[config.mk]
export PLATFORM = sky130hd
export DESIGN_NAME = neuron_mac_sequencer
export DESIGN_NICKNAME = d
export VERILOG_FILES = /design/src/rtl/nn_fixed_pkg.sv /design/src/rtl/signed_fixed_point_multiplier.sv /design/src/rtl/neuron_mac_sequencer.sv
export SDC_FILE = /design/constraint.sdc
export NUM_CORES = 1
export LEC_CHECK = 0
export ABC_AREA = 1
export CORE_UTILIZATION = 51
export DETAILED_ROUTE_END_ITERATION = 7
export PLACE_DENSITY = 0.7
export RECOVER_POWER = 50
export SETUP_SLACK_MARGIN = 0.4
export SLEW_MARGIN = 10
export SYNTH_ARGS = -nofsm -noshare
export SYNTH_HDL_FRONTEND = slang
export SYNTH_SLANG_ARGS = --single-unit
[constraint.sdc]
create_clock -name clk_in -period 3 [get_ports clk_in]
set_input_delay 0.3 -clock clk_in [delete_from_list [all_inputs] [get_ports clk_in]]
set_output_delay 0.3 -clock clk_in [all_outputs]
set_load 0.01 [all_outputs]
[src/rtl/nn_fixed_pkg.sv]
// Shared fixed-point types, constants and sequencer state encoding for the neuron datapath.
package nn_fixed_pkg;

  localparam int unsigned FIXED_POINT_LENGTH_DEFAULT   = 16;
  localparam int unsigned FIXED_POINT_POSITION_DEFAULT = 10;

  localparam int unsigned MULT_LATENCY = 2;
  localparam int unsigned RAM_LATENCY  = 1;
  localparam int unsigned PIPE_DEPTH   = RAM_LATENCY + MULT_LATENCY;

  typedef logic signed [FIXED_POINT_LENGTH_DEFAULT-1:0] fixed_t;

  localparam fixed_t FIXED_MAX = {1'b0, {(FIXED_POINT_LENGTH_DEFAULT-1){1'b1}}};
  localparam fixed_t FIXED_MIN = {1'b1, {(FIXED_POINT_LENGTH_DEFAULT-1){1'b0}}};

  typedef enum logic [2:0] {
    IDLE  = 3'd0,
    FETCH = 3'd1,
    DRAIN = 3'd2,
    BIAS  = 3'd3,
    DONE  = 3'd4
  } state_t;

endpackage

[src/rtl/signed_fixed_point_multiplier.sv]
// Two-stage signed fixed-point multiplier: full product, then arithmetic shift
// by the fractional width and saturation back to the operand width.
module signed_fixed_point_multiplier
  import nn_fixed_pkg::*;
#(
  parameter int unsigned FIXED_POINT_LENGTH   = FIXED_POINT_LENGTH_DEFAULT,
  parameter int unsigned FIXED_POINT_POSITION = FIXED_POINT_POSITION_DEFAULT
) (
  input  logic                          clk,
  input  logic                          rst_n,
  input  logic [FIXED_POINT_LENGTH-1:0] a_in,
  input  logic [FIXED_POINT_LENGTH-1:0] b_in,
  output logic [FIXED_POINT_LENGTH-1:0] product_out
);

  localparam int unsigned FL     = FIXED_POINT_LENGTH;
  localparam int unsigned PROD_W = 2 * FL;

  localparam logic signed [PROD_W-1:0] P_MAX = {{(PROD_W-FL+1){1'b0}}, {(FL-1){1'b1}}};
  localparam logic signed [PROD_W-1:0] P_MIN = {{(PROD_W-FL+1){1'b1}}, {(FL-1){1'b0}}};

  logic signed [PROD_W-1:0] a_ext_c;
  logic signed [PROD_W-1:0] b_ext_c;
  logic signed [PROD_W-1:0] prod_q;
  logic signed [PROD_W-1:0] shifted_c;
  logic        [FL-1:0]     sat_c;

  assign a_ext_c   = PROD_W'($signed(a_in));
  assign b_ext_c   = PROD_W'($signed(b_in));
  assign shifted_c = prod_q >>> FIXED_POINT_POSITION;

  // Clip the rescaled product into the representable Q range
  always_comb begin
    sat_c = FL'(shifted_c);
    if (shifted_c > P_MAX) begin
      sat_c = FL'(P_MAX);
    end else if (shifted_c < P_MIN) begin
      sat_c = FL'(P_MIN);
    end
  end

  always_ff @(posedge clk or negedge rst_n) begin
    if (!rst_n) begin
      prod_q      <= '0;
      product_out <= '0;
    end else begin
      prod_q      <= a_ext_c * b_ext_c;
      product_out <= sat_c;
    end
  end

endmodule

[src/rtl/neuron_mac_sequencer.sv]
// Sequences one shared multiplier over N input/weight pairs, accumulates,
// adds bias, saturates and optionally applies ReLU to produce one neuron output.
module neuron_mac_sequencer
  import nn_fixed_pkg::*;
#(
  parameter int unsigned FIXED_POINT_LENGTH   = FIXED_POINT_LENGTH_DEFAULT,
  parameter int unsigned FIXED_POINT_POSITION = FIXED_POINT_POSITION_DEFAULT,
  parameter int unsigned MAX_INPUTS           = 64,
  parameter int unsigned ADDR_WIDTH           = 8
) (
  input  logic                            clk_in,
  input  logic                            rst_n_in,
  input  logic                            start_in,
  input  logic [$clog2(MAX_INPUTS):0]     num_inputs_in,
  input  logic [ADDR_WIDTH-1:0]           weight_base_in,
  input  logic [FIXED_POINT_LENGTH-1:0]   bias_in,
  input  logic                            relu_en_in,
  output logic [ADDR_WIDTH-1:0]           input_addr_out,
  output logic [ADDR_WIDTH-1:0]           weight_addr_out,
  input  logic [FIXED_POINT_LENGTH-1:0]   input_data_in,
  input  logic [FIXED_POINT_LENGTH-1:0]   weight_data_in,
  output logic                            busy_out,
  output logic                            done_out,
  output logic [FIXED_POINT_LENGTH-1:0]   result_out,
  output logic                            saturated_out
);

  localparam int unsigned FL    = FIXED_POINT_LENGTH;
  localparam int unsigned CNT_W = $clog2(MAX_INPUTS) + 1;
  localparam int unsigned ACC_W = FL + $clog2(MAX_INPUTS) + 1;
  localparam int unsigned SUM_W = ACC_W + 1;

  localparam logic signed [SUM_W-1:0] SUM_MAX = {{(SUM_W-FL+1){1'b0}}, {(FL-1){1'b1}}};
  localparam logic signed [SUM_W-1:0] SUM_MIN = {{(SUM_W-FL+1){1'b1}}, {(FL-1){1'b0}}};

  state_t                   state_q;
  state_t                   state_d;
  logic [CNT_W-1:0]         n_q;
  logic [CNT_W-1:0]         k_q;
  logic [CNT_W-1:0]         n_clamped_c;
  logic                     last_fetch_c;
  logic [1:0]               drain_cnt_q;
  logic signed [FL-1:0]     bias_q;
  logic                     relu_q;
  logic signed [ACC_W-1:0]  acc_q;
  logic [PIPE_DEPTH-1:0]    vld_q;
  logic [FL-1:0]            product_c;
  logic signed [SUM_W-1:0]  sum_c;
  logic [FL-1:0]            clip_c;
  logic [FL-1:0]            res_c;
  logic                     sat_c;

  assign n_clamped_c  = (num_inputs_in > CNT_W'(MAX_INPUTS)) ? CNT_W'(MAX_INPUTS) : num_inputs_in;
  assign last_fetch_c = (k_q == n_q - CNT_W'(1));

  signed_fixed_point_multiplier #(
    .FIXED_POINT_LENGTH   (FIXED_POINT_LENGTH),
    .FIXED_POINT_POSITION (FIXED_POINT_POSITION)
  ) u_mult (
    .clk         (clk_in),
    .rst_n       (rst_n_in),
    .a_in        (input_data_in),
    .b_in        (weight_data_in),
    .product_out (product_c)
  );

  always_ff @(posedge clk_in or negedge rst_n_in) begin
    if (!rst_n_in) begin
      state_q <= IDLE;
    end else begin
      state_q <= state_d;
    end
  end

  always_comb begin
    state_d = state_q;
    case (state_q)
      IDLE:    if (start_in) state_d = (n_clamped_c != '0) ? FETCH : DRAIN;
      FETCH:   if (last_fetch_c) state_d = DRAIN;
      DRAIN:   if (drain_cnt_q == 2'd2) state_d = BIAS;
      BIAS:    state_d = DONE;
      DONE:    state_d = IDLE;
      default: state_d = IDLE;
    endcase
  end

  // Final sum: bias add, clip to Q range, then optional ReLU on the clipped value
  always_comb begin
    sum_c  = SUM_W'(acc_q) + SUM_W'(bias_q);
    sat_c  = 1'b0;
    clip_c = FL'(sum_c);
    if (sum_c > SUM_MAX) begin
      clip_c = FL'(SUM_MAX);
      sat_c  = 1'b1;
    end else if (sum_c < SUM_MIN) begin
      clip_c = FL'(SUM_MIN);
      sat_c  = 1'b1;
    end
    res_c = clip_c;
    if (relu_q && clip_c[FL-1]) begin
      res_c = '0;
    end
  end

  always_ff @(posedge clk_in or negedge rst_n_in) begin
    if (!rst_n_in) begin
      n_q             <= '0;
      k_q             <= '0;
      drain_cnt_q     <= '0;
      bias_q          <= '0;
      relu_q          <= 1'b0;
      acc_q           <= '0;
      vld_q           <= '0;
      input_addr_out  <= '0;
      weight_addr_out <= '0;
      busy_out        <= 1'b0;
      done_out        <= 1'b0;
      result_out      <= '0;
      saturated_out   <= 1'b0;
    end else begin
      busy_out <= (state_d != IDLE);
      done_out <= (state_d == DONE);
      // Each tag marks a product that reaches the accumulator RAM+multiplier latency later
      vld_q    <= {vld_q[PIPE_DEPTH-2:0], (state_q == FETCH)};
      if (vld_q[PIPE_DEPTH-1]) begin
        acc_q <= acc_q + ACC_W'($signed(product_c));
      end
      case (state_q)
        IDLE: begin
          if (start_in) begin
            n_q         <= n_clamped_c;
            bias_q      <= bias_in;
            relu_q      <= relu_en_in;
            acc_q       <= '0;
            k_q         <= '0;
            drain_cnt_q <= '0;
            if (n_clamped_c != '0) begin
              input_addr_out  <= '0;
              weight_addr_out <= weight_base_in;
            end
          end
        end
        FETCH: begin
          k_q <= k_q + CNT_W'(1);
          if (!last_fetch_c) begin
            input_addr_out  <= input_addr_out + ADDR_WIDTH'(1);
            weight_addr_out <= weight_addr_out + ADDR_WIDTH'(1);
          end
        end
        DRAIN: begin
          drain_cnt_q <= drain_cnt_q + 2'd1;
        end
        BIAS: begin
          result_out    <= res_c;
          saturated_out <= sat_c;
        end
        default: ;
      endcase
    end
  end

endmodule

# ---- Word-level counts from Yosys, hierarchy flattened
# Cells that the tools add are included.
dict set report totals {
  register_bits 145
  inputBits 67
}
dict set report op_classes {
  addsub 7
  n_mul 1
  n_lt_le_gt_ge 5
  eq_ne 9
  n_mux 28
  n_reduce_logical 10
}
# cell n
set op_table {}
lappend op_table {{$mux W16} 5}
lappend op_table {{$mux W23} 3}
lappend op_table {{$mux W8} 6}
lappend op_table {{$mul A16 B16 Y32} 1}
lappend op_table {{$pmux W8 S2} 2}
lappend op_table {{$add A23 B16 Y24} 1}
lappend op_table {{$gt A24 B16 Y1 const B} 1}
lappend op_table {{$lt A24 B16 Y1 const B} 1}
lappend op_table {{$add A23 B16 Y23} 1}
lappend op_table {{$gt A22 B16 Y1 const B} 1}
lappend op_table {{$lt A22 B16 Y1 const B} 1}
lappend op_table {{$add A8 B1 Y8 const B} 2}
lappend op_table {{$mux W7} 2}
lappend op_table {{$pmux W7 S2} 1}
lappend op_table {{$pmux W3 S4} 1}
lappend op_table {{$mux W3} 3}
lappend op_table {{$add A7 B1 Y7 const B} 1}
lappend op_table {{$eq A7 B7 Y1} 1}
lappend op_table {{$gt A7 B7 Y1 const B} 1}
lappend op_table {{$reduce_bool A7 Y1} 1}
lappend op_table {{$sub A7 B1 Y7 const B} 1}
lappend op_table {{$eq A3 B2 Y1 const B} 2}
lappend op_table {{$ne A2 B2 Y1 const B} 3}
lappend op_table {{$reduce_and A2 Y1} 3}
lappend op_table {{12 further kinds} 15}

# ---- Depth between registers and ports, before layout
dict set report depth {
  word_depth 7
  ltp_mapped 26
  ltp_nobuf 24
}

# ---- Hierarchy
# A second synthesis with hierarchy kept.
dict set report hier_totals {
  hier_cells 2603
  hier_area_um2 19197.2
}
# mod instances cells_per_inst area_each_um2 seq_area_each_um2
set modules_own_cells {}
lappend modules_own_cells {signed_fixed_point_multiplier 1 1548 11858.9 950.9}
lappend modules_own_cells {neuron_mac_sequencer 1 1055 7338.3 2427.3}

# ---- Worst setup path after synthesis
# OpenSTA, ideal clock, no wires.
dict set report synth_timing {
  kind {input -> register}
  start {in weight_data_in[5]}
  end {reg u_mult.prod_q[30]}
  setup_time_ns 0.079
  t_arrival_ns 5.567
  required_time_ns 2.921
  path_slack_ns -2.647
  cell_stages 22
  n_path_buf 2
  path_cell_list {clkbuf_1 clkbuf_1 nand2_1 fa_1 inv_1 fa_1 inv_1 fa_1 inv_1 fa_1 fa_1 inv_1 fa_1 inv_1 ha_1 nand2_1 nor2_1 inv_1 nor4_1 a221oi_1 nand2_1 xor2_1}
}
dict set report synth_between {
  elab_chain_cells 1
}
# element line_no
set synth_rtl {}
lappend synth_rtl {{from (decl)} neuron_mac_sequencer.sv:21} ;# input logic [FIXED_POINT_LENGTH-1:0] weight_data_in,
lappend synth_rtl {{$mul A16 B16 Y32} signed_fixed_point_multiplier.sv:47} ;# prod_q <= a_ext_c * b_ext_c;
lappend synth_rtl {{to (signal assigned)} signed_fixed_point_multiplier.sv:47}
lappend synth_rtl {{to (decl)} signed_fixed_point_multiplier.sv:24} ;# logic signed [PROD_W-1:0] prod_q;
# Every way passes these cells.
# A chain may end at the register's enable or synchronous reset.

# ---- Final worst setup path
dict set report layout_timing {
  start {in input_data_in[12]}
  end {reg u_mult.prod_q[29]}
}
dict set report layout_between {
  elab_chain_cells 1
}
# element line_no
set layout_rtl {}
lappend layout_rtl {{from (decl)} neuron_mac_sequencer.sv:20} ;# input logic [FIXED_POINT_LENGTH-1:0] input_data_in,
lappend layout_rtl {{$mul A16 B16 Y32} signed_fixed_point_multiplier.sv:47}
# Every way passes these cells.

==> impl_summary.md <==
Outcome
The run finished, with violations left. The final reports fail on design-rule violations, max-capacitance violations, max-slew violations, negative setup slack.

Global routing
The pin count of the biggest net entering global routing is 121. The first global-routing pass estimated ~85000 um of wire. Global routing used 27.98% of the available tracks. Global routing finished with a remaining overflow of 0. The initial antenna violation count is 0. The number of global-route vias before repair was ~18k.

Hold path
The worst hold path begins at vld_q[1]$_DFF_PN0_. The classification of the worst-slack hold path is reg -> reg. The worst min-delay path endpoint is vld_q[2]$_DFF_PN0_. The worst hold path stage count is 0.

Run
The tool flagged a number of max-cap violations equal to 1.

Detailed routing
After detailed routing, the met3 layer carries between 2000 and 2500 um of wire. The detailed router finished its first iteration with between 900 and 1k violations. The detailed-routed wire length on met2 is 26580 um. Wires add up to roughly 52000 um. In this run the remaining antenna-violating nets after routing total 0. The detailed router put a total of 19710 um of wire on met1.

The number of optimization iterations in the first detailed-route pass is 8. The mean number of vias per cell is about 5.2. The uppermost metal layer occupied by signal nets is met4. For this run, design rule violations remaining after detail routing come to 10. After detailed routing, the average wire length per cell comes to around 16 um. The vias after detailed routing is roughly 17k.

Cells and area
Summing all multi-input logic gate instances after layout gives 0.01401 mm^2. The area taken by flip-flops and latches is approximately 0.0034 mm^2. The number of antenna diodes is 0. Leaving out fill and tap cells, the most frequent cells in the layout are nand2_1 (565), inv_1 (552), fa_1 (231).

The synthesis-to-layout area growth is 33.31%. The commonest non-fill, non-tap cell in the layout is nand2_1. The total number of nets in the final design is approximately 3.2k. The layout has between 2k and 3k filler cells. The fraction of final layout cells sized beyond drive strength 1 is between 20% and 30%.

CTS
The clock passes through at most 2 buffers. The H-tree was split into 4 levels. TritonCTS built the clock tree. Clock tree synthesis found a total of 135 sinks. The later-pin clock latency in the skew report is about 0.43 ns.

The number of clock buffers added by TritonCTS is 17. Clock-pin slew was measured on the worst setup and hold paths at around 0.06 ns. The root cell of the clock tree is clkbuf_16.

Timing
In this run the tightest slew margin relative to its limit is -92.41%. The pin slew with the least headroom to its limit is approximately 2.9 ns. Once routing completed, OpenROAD measured the worst setup slack at -2.074 ns. Setup violations remaining at the end of the flow were counted as 22. The max-slew violation total from the final report is between 100 and 150. Across all hold checks on the routed design, the worst slack comes to roughly 0.35 ns. The total count of hold-check failures in the final report is 0.

The peak clock frequency supported by timing is approximately 200 MHz. Between clock sinks in the finished design, the worst skew comes to between 0.01 and 0.015 ns. Setup repair after global routing could not meet its margin everywhere.

The smallest clock period supported by the final layout is computed as between 5 and 6 ns. Dividing the final minimum period by the clock period gives 169.1%.

Critical path
The worst setup path is launched from an input pin. The data arrival time at the worst-slack endpoint is 5.42 ns. The worst reg2reg path depth is 8. The required time of the worst setup path is between 3 and 4 ns. The setup slack on the worst flop-to-flop path is roughly 0.46 ns. The endpoint of the worst-slack reg-to-reg timing path is weight_addr_out[6]$_DFFE_PN0P_. The maximum fanout count along the critical path is 10.

STA classifies the critical path endpoint as a flip-flop. The startpoint identified for the worst register-to-register timing path is state_q[2]$_DFF_PN0_. The critical path class is in -> reg.

Floorplan
The die is between 150 and 200 um wide. The die outline area is ~0.037 mm^2. The number of top-level pins is about 100. The core box area is 0.03583 mm^2. The number of rows created at floorplan is 69. Measured along the y axis, the die boundary spans about 190 um.

Once the floorplan was initialized, standard cells occupied approximately 52% of the core.

Synth
The number of distinct library cell variants in the gate-level netlist after synthesis is 48. Synthesis produced 2457 cells. The total number of yosys warnings is 0. For this run, the register share of the synthesized area comes to 18.08%. The area of the mapped netlist is about 0.019 mm^2. The number of flip-flops and latches in the synthesized netlist is 135. The number of nets in the synthesized netlist is 2916. The synthesized area divided by synthesized cell count is about 7.6 um^2.

Placement
The count of buffers inserted at the top-level ports is 101. The final HPWL from detailed placement is 37560 um. At the end of routability-driven placement, the weighted congestion stood at 0.8981.
[timing repair]
| item | in CTS | in global routing |
|---|---|---|
| resized for setup | 311 | 183 |
| hold buffers | 0 | 0 |
| pin swaps | 154 | 160 |
| setup buffers | 75 | 30 |
| cloned | 13 | 0 |
| setup endpoints to repair | 38 | 48 |
[cells by family (layout without fill, tap and decap cells)]
kind of cell,after synthesis,in the layout,share of synthesized area (%)
and+or+nand+nor,874,876,19.26
adders and majority gates,392,392,36.81
xor gates and xnor gates,73,73,3.462
DFF,135,135,18.08
buffers and inverters,731,1073,14.86
AOI/OAI and AO/OA,252,252,7.533
[cell type report]
class / count / share of cell area, %
multi-input cells: 1593 / 56.24
well taps: 461 / 2.315
clock inverters: 12 / 0.7986
inverters: 651 / 9.874
clock buffers: 20 / 1.793
flip-flops and latches: 135 / 13.59
repair buffers: 390 / 15.39
[per-layer routing]
metal  global-route usage [%]  vias up
met5                        0        -
met4                    15.85        0
met3                    3.086      206
met2                    51.91      572
met1                    31.11     8163
li1                         -     7975
[worst max path at each step]
stage | from | end | cells after the start
6_report | input_data_in[12] | u_mult.prod_q[29]$_DFF_PN0_ | 24
5_1_grt | input_data_in[12] | u_mult.prod_q[29]$_DFF_PN0_ | 24
4_1_cts | input_data_in[15] | u_mult.prod_q[29]$_DFF_PN0_ | 25
3_5_place_dp | weight_data_in[15] | u_mult.prod_q[30]$_DFF_PN0_ | 20
3_3_place_gp | weight_data_in[15] | u_mult.prod_q[28]$_DFF_PN0_ | 20
2_1_floorplan | weight_data_in[3] | u_mult.prod_q[30]$_DFF_PN0_ | 22
[registers in the layout, indices dropped and copies added (netlist names)]
signal,cells
vld_q,3
u_mult.prod_q,22
done_out,1
acc_q,23
relu_q,1
saturated_out,1
drain_cnt_q,2
busy_out,1
result_out,16
u_mult.product_out,16
input_addr_out,8
state_q,3
bias_q,16
n_q,7
weight_addr_out,8
k_q,7
[synth_stat cells (all sizes together)]
master,n,area [um^2]
clkbuf,71,269.0
o221ai,3,26.28
inv,649,2436
o21ai,84,420.4
clkinv,2,7.510
a22o,1,8.760
a21oi,109,545.5
o31ai,5,37.54
a21boi,1,7.510
nand2,634,2400
xor2,45,401.6
o2111ai,1,8.760
o21bai,11,82.58
a221oi,2,17.52
buf,9,63.80
a31oi,7,43.79
fa,263,5265
xnor2,28,245.2
ha,129,1614
nor3,21,115.1
a211oi,2,15.01
nor4,11,75.07
o22ai,1,6.260
or2,10,62.56
nor2,101,396.6
o21a,6,45.04
o211ai,19,142.6
nand4,28,175.2
nand3,66,340.3
and2,1,6.260
dfrtp,135,3378
nand3b,2,27.53
[stage by stage]
step	cell area, um^2	TNS [ns]	util [%]	worst slack [ns]	instances
final	24910	-41.32	69.53	-2.074	3262
after global routing	24910	-59.88	69.53	-2.292	3262
after CTS	24210	-39.68	67.56	-2.019	3232
after detailed placement	22050	-58.39	61.54	-2.906	3112
after global placement	22050	-57.44	61.54	-2.870	3112
after floorplan	19620	-41.56	-	-2.181	2457
[critical path, cell delays in order]
cell,delay [ns]
clkbuf_4,0.15
buf_12,0.15
nand2_1,0.09
inv_1,0.10
fa_1,0.55
inv_1,0.06
fa_1,0.50
fa_2,0.58
inv_1,0.06
fa_1,0.51
fa_1,0.55
inv_1,0.05
fa_1,0.50
inv_2,0.05
ha_4,0.30
nand2_4,0.07
nor2_1,0.10
inv_1,0.06
o221ai_1,0.15
a21oi_1,0.07
nand2_2,0.16
nand3_2,0.08
o211ai_1,0.10
xor2_1,0.16
Power is not shown: default switching activity piles up to over one toggle a cycle in this logic, so the estimate is an artifact.
